<file path="src/rtl/if_fetch_pkg.sv">
// Shared types and constants for the instruction-fetch stage.
// Holds the fetch FSM encoding and the byte-lane merge helper.
package if_fetch_pkg;

    localparam int ADDR_W = 32;
    localparam int INST_W = 32;
    localparam int BYTE_W = 8;

    localparam logic [INST_W-1:0] ZERO_WORD = '0;

    typedef enum logic [1:0] {
        IF_FETCH = 2'd0,
        IF_DRAIN = 2'd1,
        IF_HOLD  = 2'd2
    } if_state_e;

    // Little-endian: byte index k lands in bits [8k+7:8k].
    function automatic logic [INST_W-1:0] byte_merge(
        input logic [INST_W-1:0] word,
        input logic [1:0]        k,
        input logic [BYTE_W-1:0] b
    );
        logic [INST_W-1:0] w;
        w = word;
        w[k*BYTE_W +: BYTE_W] = b;
        return w;
    endfunction

endpackage

</file>
<file path="src/rtl/if_fetch_if.sv">
// Byte-wide instruction memory port shared by the fetch stage and the memory arbiter.
interface if_fetch_if;
    logic        mem_req;
    logic [31:0] mem_addr;
    logic        mem_gnt;
    logic [7:0]  mem_rdata;

    modport master (output mem_req, output mem_addr, input mem_gnt, input mem_rdata);
    modport slave  (input mem_req, input mem_addr, output mem_gnt, output mem_rdata);
endinterface

</file>
<file path="src/rtl/if_fetch_byte_asm.sv">
// Collects returning instruction bytes into a 32-bit word and flags the fourth byte.
module if_fetch_byte_asm
    import if_fetch_pkg::*;
(
    input  logic              clk,
    input  logic              rst,
    input  logic              i_clr,
    input  logic              i_vld,
    input  logic [1:0]        i_idx,
    input  logic [BYTE_W-1:0] i_byte,
    output logic [INST_W-1:0] o_word,
    output logic              o_done
);

    logic [1:0]        r_cnt;
    logic [INST_W-1:0] r_buf;

    // o_word already includes a byte landing this cycle so completion can load it directly.
    assign o_word = i_vld ? byte_merge(r_buf, i_idx, i_byte) : r_buf;
    assign o_done = i_vld && (r_cnt == 2'd3);

    always_ff @(posedge clk) begin
        if (rst || i_clr) begin
            r_cnt <= 2'd0;
        end else if (i_vld) begin
            r_cnt <= r_cnt + 2'd1;
        end
    end

    always_ff @(posedge clk) begin
        if (i_vld && !i_clr) begin
            r_buf <= o_word;
        end
    end

endmodule

</file>
<file path="src/rtl/if_fetch.sv">
// Instruction-fetch stage: owns the PC, issues four byte reads per instruction,
// and presents {pc, inst, valid} to decode, holding it across decode stalls.
module if_fetch
    import if_fetch_pkg::*;
#(
    parameter logic [ADDR_W-1:0] START_ADDR = 32'h0000_0000
) (
    input  logic              clk,
    input  logic              rst,
    input  logic              branch_flag_i,
    input  logic [ADDR_W-1:0] branch_addr_i,
    input  logic              id_stall_i,
    if_fetch_if.master        mem,
    output logic [ADDR_W-1:0] if_pc_o,
    output logic [INST_W-1:0] if_inst_o,
    output logic              if_valid_o
);

    if_state_e         r_state;
    logic [ADDR_W-1:0] r_pc;
    logic [1:0]        r_issue;
    logic              r_infl;
    logic [1:0]        r_infl_idx;
    logic [ADDR_W-1:0] r_out_pc;
    logic [INST_W-1:0] r_out_inst;
    logic              r_out_vld;

    logic              w_req;
    logic              w_gnt;
    logic              w_done;
    logic              w_slot_free;
    logic              w_load;
    logic [INST_W-1:0] w_word;

    // A redirect suppresses the request in its own cycle so nothing new is in flight afterwards.
    assign w_req       = !rst && !branch_flag_i && (r_state == IF_FETCH);
    assign w_gnt       = w_req && mem.mem_gnt;
    assign w_slot_free = !r_out_vld || !id_stall_i;
    assign w_load      = ((r_state == IF_DRAIN) && w_done && w_slot_free) ||
                         ((r_state == IF_HOLD) && !id_stall_i);

    assign mem.mem_req  = w_req;
    assign mem.mem_addr = rst ? ZERO_WORD : (r_pc + {30'd0, r_issue});

    assign if_pc_o    = r_out_pc;
    assign if_inst_o  = r_out_inst;
    assign if_valid_o = r_out_vld;

    if_fetch_byte_asm u_asm (
        .clk    (clk),
        .rst    (rst),
        .i_clr  (branch_flag_i),
        .i_vld  (r_infl),
        .i_idx  (r_infl_idx),
        .i_byte (mem.mem_rdata),
        .o_word (w_word),
        .o_done (w_done)
    );

    always_ff @(posedge clk) begin
        if (rst) begin
            r_state    <= IF_FETCH;
            r_pc       <= START_ADDR;
            r_issue    <= 2'd0;
            r_infl     <= 1'b0;
            r_infl_idx <= 2'd0;
            r_out_pc   <= ZERO_WORD;
            r_out_inst <= ZERO_WORD;
            r_out_vld  <= 1'b0;
        end else if (branch_flag_i) begin
            r_state   <= IF_FETCH;
            r_pc      <= branch_addr_i;
            r_issue   <= 2'd0;
            r_infl    <= 1'b0;
            r_out_vld <= 1'b0;
        end else begin
            r_infl <= w_gnt;
            if (w_gnt) begin
                r_infl_idx <= r_issue;
            end

            case (r_state)
                IF_FETCH: begin
                    if (w_gnt) begin
                        r_issue <= r_issue + 2'd1;
                        if (r_issue == 2'd3) begin
                            r_state <= IF_DRAIN;
                        end
                    end
                end
                IF_DRAIN: begin
                    if (w_done) begin
                        r_state <= w_slot_free ? IF_FETCH : IF_HOLD;
                    end
                end
                IF_HOLD: begin
                    if (!id_stall_i) begin
                        r_state <= IF_FETCH;
                    end
                end
                default: r_state <= IF_FETCH;
            endcase

            // A load refills the slot in the same cycle decode takes the old word.
            if (w_load) begin
                r_out_inst <= w_word;
                r_out_pc   <= r_pc;
                r_out_vld  <= 1'b1;
                r_pc       <= r_pc + 32'd4;
                r_issue    <= 2'd0;
            end else if (r_out_vld && !id_stall_i) begin
                r_out_vld <= 1'b0;
            end
        end
    end

endmodule
</file>
<file path="src/flat_wrapper.sv">
// flat-port wrapper written by rule: the top's interface ports become plain ports
module if_fetch_flat import if_fetch_pkg::*;
#(
    parameter logic [ADDR_W-1:0] START_ADDR = 32'h0000_0000
)
  (clk, rst, branch_flag_i, branch_addr_i, id_stall_i, if_pc_o, if_inst_o, if_valid_o, mem_mem_req, mem_mem_addr, mem_mem_gnt, mem_mem_rdata);
  if_fetch_if mem_i ();
  input  logic clk;
  input  logic rst;
  input  logic branch_flag_i;
  input  logic [ADDR_W-1:0] branch_addr_i;
  input  logic id_stall_i;
  output logic [ADDR_W-1:0] if_pc_o;
  output logic [INST_W-1:0] if_inst_o;
  output logic if_valid_o;
  output wire logic [$bits(mem_i.mem_req)-1:0] mem_mem_req;
  output wire logic [$bits(mem_i.mem_addr)-1:0] mem_mem_addr;
  input wire logic [$bits(mem_i.mem_gnt)-1:0] mem_mem_gnt;
  input wire logic [$bits(mem_i.mem_rdata)-1:0] mem_mem_rdata;
  assign mem_mem_req = mem_i.mem_req;
  assign mem_mem_addr = mem_i.mem_addr;
  assign mem_i.mem_gnt = mem_mem_gnt;
  assign mem_i.mem_rdata = mem_mem_rdata;
  if_fetch #(.START_ADDR(START_ADDR)) u_core (.clk(clk), .rst(rst), .branch_flag_i(branch_flag_i), .branch_addr_i(branch_addr_i), .id_stall_i(id_stall_i), .mem(mem_i), .if_pc_o(if_pc_o), .if_inst_o(if_inst_o), .if_valid_o(if_valid_o));
endmodule
</file>
<file path="config.mk">
export PLATFORM = sky130hd
export DESIGN_NAME = if_fetch_flat
export DESIGN_NICKNAME = d
export VERILOG_FILES = /design/src/rtl/if_fetch_pkg.sv /design/src/rtl/if_fetch_if.sv /design/src/rtl/if_fetch_byte_asm.sv /design/src/rtl/if_fetch.sv /design/src/flat_wrapper.sv
export SDC_FILE = /design/constraint.sdc
export NUM_CORES = 1
export LEC_CHECK = 0
export BUFFER_PORTS_ARGS = -buffer_cell sky130_fd_sc_hd__clkbuf_2
export CAP_MARGIN = 15
export CORE_UTILIZATION = 55
export DETAILED_ROUTE_END_ITERATION = 16
export GPL_TIMING_DRIVEN = 0
export PLACE_DENSITY = 0.85
export SYNTH_ARGS = -nofsm -noshare
export SYNTH_HDL_FRONTEND = slang
export SYNTH_SLANG_ARGS = --single-unit
export TNS_END_PERCENT = 100
</file>
<file path="constraint.sdc">
create_clock -name clk -period 3 [get_ports clk]
set_input_delay 0.3 -clock clk [delete_from_list [all_inputs] [get_ports clk]]
set_output_delay 0.3 -clock clk [all_outputs]
set_load 0.005 [all_outputs]
</file>
==> reports/results.tsv <==
stage	metric	value	unit
floorplanning	std_cell_rows	40	
placement	placed_cell_area	7671	µm²
timing	slew_headroom	0.2669	
worst_setup_path	start_kind	flop	
synth	syn-cell-area	6774	µm²
global_routing	antenna_found_initial	0	
worst_setup_path	path_cells	ha_1, fa_1, nand2_1, or4_1, xor2_1, nor2_1, clkbuf_2	
worst_setup_path	critical_path.endpoint_type	output port	
clocking	clockBufferDepth	2	
timing	grt_setup_unrepaired	yes	
placement	globalplace.congestion	0.9633	
timing	fmax	0.3339	GHz
floorplanning	dieArea	12760	µm²
global_routing	grt_pass1_wl	29.37	mm
route	num_vias	6492	
synth	ys_warn_count	0	
power	p_sw	994.9	µW
route	routed_wl	18.92	mm
synth	synthMuxAreaShare	0.01552	
synth	yosysMostFrequentCell	nand2_1	
timing	tightest_slew	1.096	ns
global_routing	grt_overflow_total	0	
route	drtAntennaViolNets	0	
floorplanning	die_width	113.0	µm
placement	dp.cells	1072	
finish	drive_gt1_frac	0.2375	
finish	final_cells	1107	
clocking	cts_hold_buf	0	
route	first_iter_violations	642	
synth	synth-edff-count	32	
worst_setup_path	worstPathRequired	2.70	ns
synth	ys_top_cells_by_count	nand2_1, dfxtp_1, a21oi_1	
floorplanning	fp.dieH	113.0	µm
worst_setup_path	path_buf_inv	1	
worst_setup_path	cp.arrival	2.69	ns
worst_setup_path	slowest_delay	0.55	ns
power	leakage	0.003316	µW
clocking	cts_root_buf	clkbuf_16	
synth	synth_area_leader_cell	dfxtp_1	
synth	synth_fa_ha_area_frac	0.02143	
route	wl_per_cell	17.09	µm
finish	antennaDiodeCount	0	
clocking	h-tree-depth	4	
worst_setup_path	crit_type	flop to output port	
finish	fin_nets	1003	
synth	synth_top_area_share	0.3133	
placement	numPortBuffers	141	
power	power.share.switching	0.2326	
route	viasPerCell	5.864	
worst_setup_path	cp_max_fo	6	
timing	hold_viol	0	
finish	multi_input_area	3332	µm²
timing	post-route-period-util	0.9983	
placement	dp_hpwl	13.02	mm
finish	fin_area	8284	µm²
synth	synth_cells	784	
synth	ys.flop_type	dfxtp_1	
route	drc	0	
hold_path	hold_class	input pin to flop	
power	pwr-share-clk	0.466	
clocking	numCtsBuffers	17	
worst_setup_path	cp_slowest_cell	or4_1	
global_routing	grt_usage	0.2988	
finish	area_growth_syn_to_layout	22.29	%
synth	synth_top_family_by_area	simple AND/OR/NAND/NOR gates	
synth	synth-seq-cells	138	
clocking	worst_skew_pair.late_latency	0.43	ns
synth	synth.distinct_cells	54	
synth	seq_area_frac_synth	0.4551	
job	maxCapViolCount	0	
power	power_frac_seq	0.459	
clocking	tritoncts	done	
synth	synthArstFlopShare	0	
timing	setup-violations-final	0	
global_routing	grt_pass1_vias	5985	
floorplanning	start_util	0.5640	
floorplanning	core	12010	µm²
finish	register_area	3084	µm²
power	ir_drop	0.2740	mV
clocking	clkTransAtPathRegs	0.06	ns
route	drtPass1Iterations	7	
run_status	outcome	completed	
clocking	numClockSinks	138	
timing	slew_violations	0	
power	intPower	3283	µW
timing	fin_crit	2.995	ns
timing	clock_skew	0.01134	ns
synth	synth_compound_area_frac	0.1570	
floorplanning	pin_count	143	
synth	synth_xor_area_frac	0.06206	
finish	fillerInstances	981	
global_routing	grt_max_degree	33	
worst_setup_path	critical-path-top-delay-family	simple AND/OR/NAND/NOR gates	
synth	yosys-top-cells-area	dfxtp_1, edfxtp_1, nand2_1	
power	p_comb_frac	0.075	
synth	synth_nets	840	
power	powerDensity	516.4	nW/µm²
synth	avgSynthCellArea	8.640	µm²
synth	synth_simple_gate_area_frac	0.2305	
## per-stage QoR
stage               worst slack (ns)  total power [µW]  hold WS [ns]  utilization  setup TNS [ns]
floorplan                     0.3859              2192        0.4193            -               0
CTS                          0.01039              4282        0.1133       0.6856               0
detailed placement            0.3929              2312        0.4456       0.6386               0
global placement             -0.3817              2305        0.4417       0.6380          -12.18
finish                      0.005058              4278        0.1304       0.6897               0
global route                 -0.1072              4409        0.1227       0.6897         -0.4763
## cell type report
cell class              count  share of cell area
clock inverters             8            0.008156
multi-input cells         552              0.4022
flip-flops and latches    138              0.3723
plain buffers              64             0.03413
inverters                  30             0.01359
clock buffers              24             0.05951
repair buffers            144             0.08790
well taps                 147             0.02220
## path summary, 6_finish.rpt
path / slack (ns) / endpoint / cells after the start / startpoint
worst max-delay path: 0.005 / mem_mem_addr[26] / 7 / u_core.r_issue[0]
worst min-delay path: 0.13 / u_core.r_pc[0] / 3 / branch_addr_i[0]
worst max register to register: 0.23 / u_core.if_inst_o[30] / 8 / u_core.u_asm.r_cnt[0]
worst min register to register: 0.45 / u_core.if_inst_o[23] / 2 / u_core.if_inst_o[23]
## worst reg2reg max path: stages, from the launching register on
cell,delay (ns)
dfxtp_1,0.34
ha_1,0.17
and4b_1,0.27
a2bb2oi_2,0.15
buf_2,0.26
nor2_1,0.86
buf_2,0.38
nand2_1,0.09
a21oi_1,0.18
## placed cells by master (no fill, tap or decap), types with 3 or more instances in the layout
cell type | netlist | layout
a21o_1 | 4 | 4
a21oi_1 | 96 | 96
a22o_1 | 32 | 32
buf_2 | 24 | 24
buf_4 | 1 | 4
clkbuf_1 | 35 | 39
clkbuf_16 | 0 | 18
clkbuf_2 | 1 | 142
clkinv_2 | 0 | 6
dfxtp_1 | 106 | 105
edfxtp_1 | 32 | 32
ha_1 | 10 | 9
inv_1 | 30 | 30
mux2_1 | 3 | 3
mux2i_1 | 6 | 6
nand2_1 | 159 | 159
nand2b_1 | 3 | 3
nand3_1 | 17 | 17
nand4_1 | 13 | 13
nor2_1 | 44 | 43
nor2b_1 | 8 | 7
nor3_1 | 18 | 18
nor3_2 | 3 | 3
nor4_1 | 9 | 6
nor4_2 | 6 | 9
o21a_1 | 21 | 21
o21ai_0 | 8 | 8
or3_1 | 7 | 7
or4_1 | 6 | 6
xnor2_1 | 23 | 23
xor2_1 | 25 | 25
## metal layers
metal  share of wire  global-route usage
met5               0                   0
met4           0.044              0.1561
met3           0.086             0.07499
met2            0.47              0.4984
met1            0.40              0.3577
## registers in the layout, indices dropped and copies added, names as in the netlist
name                flops
u_core.if_pc_o         32
u_core.r_infl_idx       2
u_core.r_state          2
u_core.if_inst_o       32
u_core.if_valid_o       1
u_core.r_pc            32
u_core.r_infl           1
u_core.u_asm.r_buf     32
u_core.u_asm.r_cnt      2
u_core.r_issue          2
## power groups by stage
stage	clock (µW)	combinational (µW)	sequential, µW
finish	1990	320	1970
global route	2100	345	1970
CTS	2010	313	1960
detailed placement	0	309	2000
global placement	0	304	2000
floorplan	0	197	2000
## logic make-up (layout without fill, tap and decap cells)
family,Yosys count,after routing
flops,138,138
simple gates,314,314
compound gates,169,169
mux,10,10
fa+ha+maj,11,11
buf+inv,94,270
xor+xnor,48,48
## repair_timing
item | CTS | global route
pin swaps | 0 | 1
resized for setup | 2 | 5
setup endpoints to repair | 2 | 15
cloned | 0 | 0
buffers inserted | 0 | 3
Note: power is estimated with default switching activity, not from simulation.
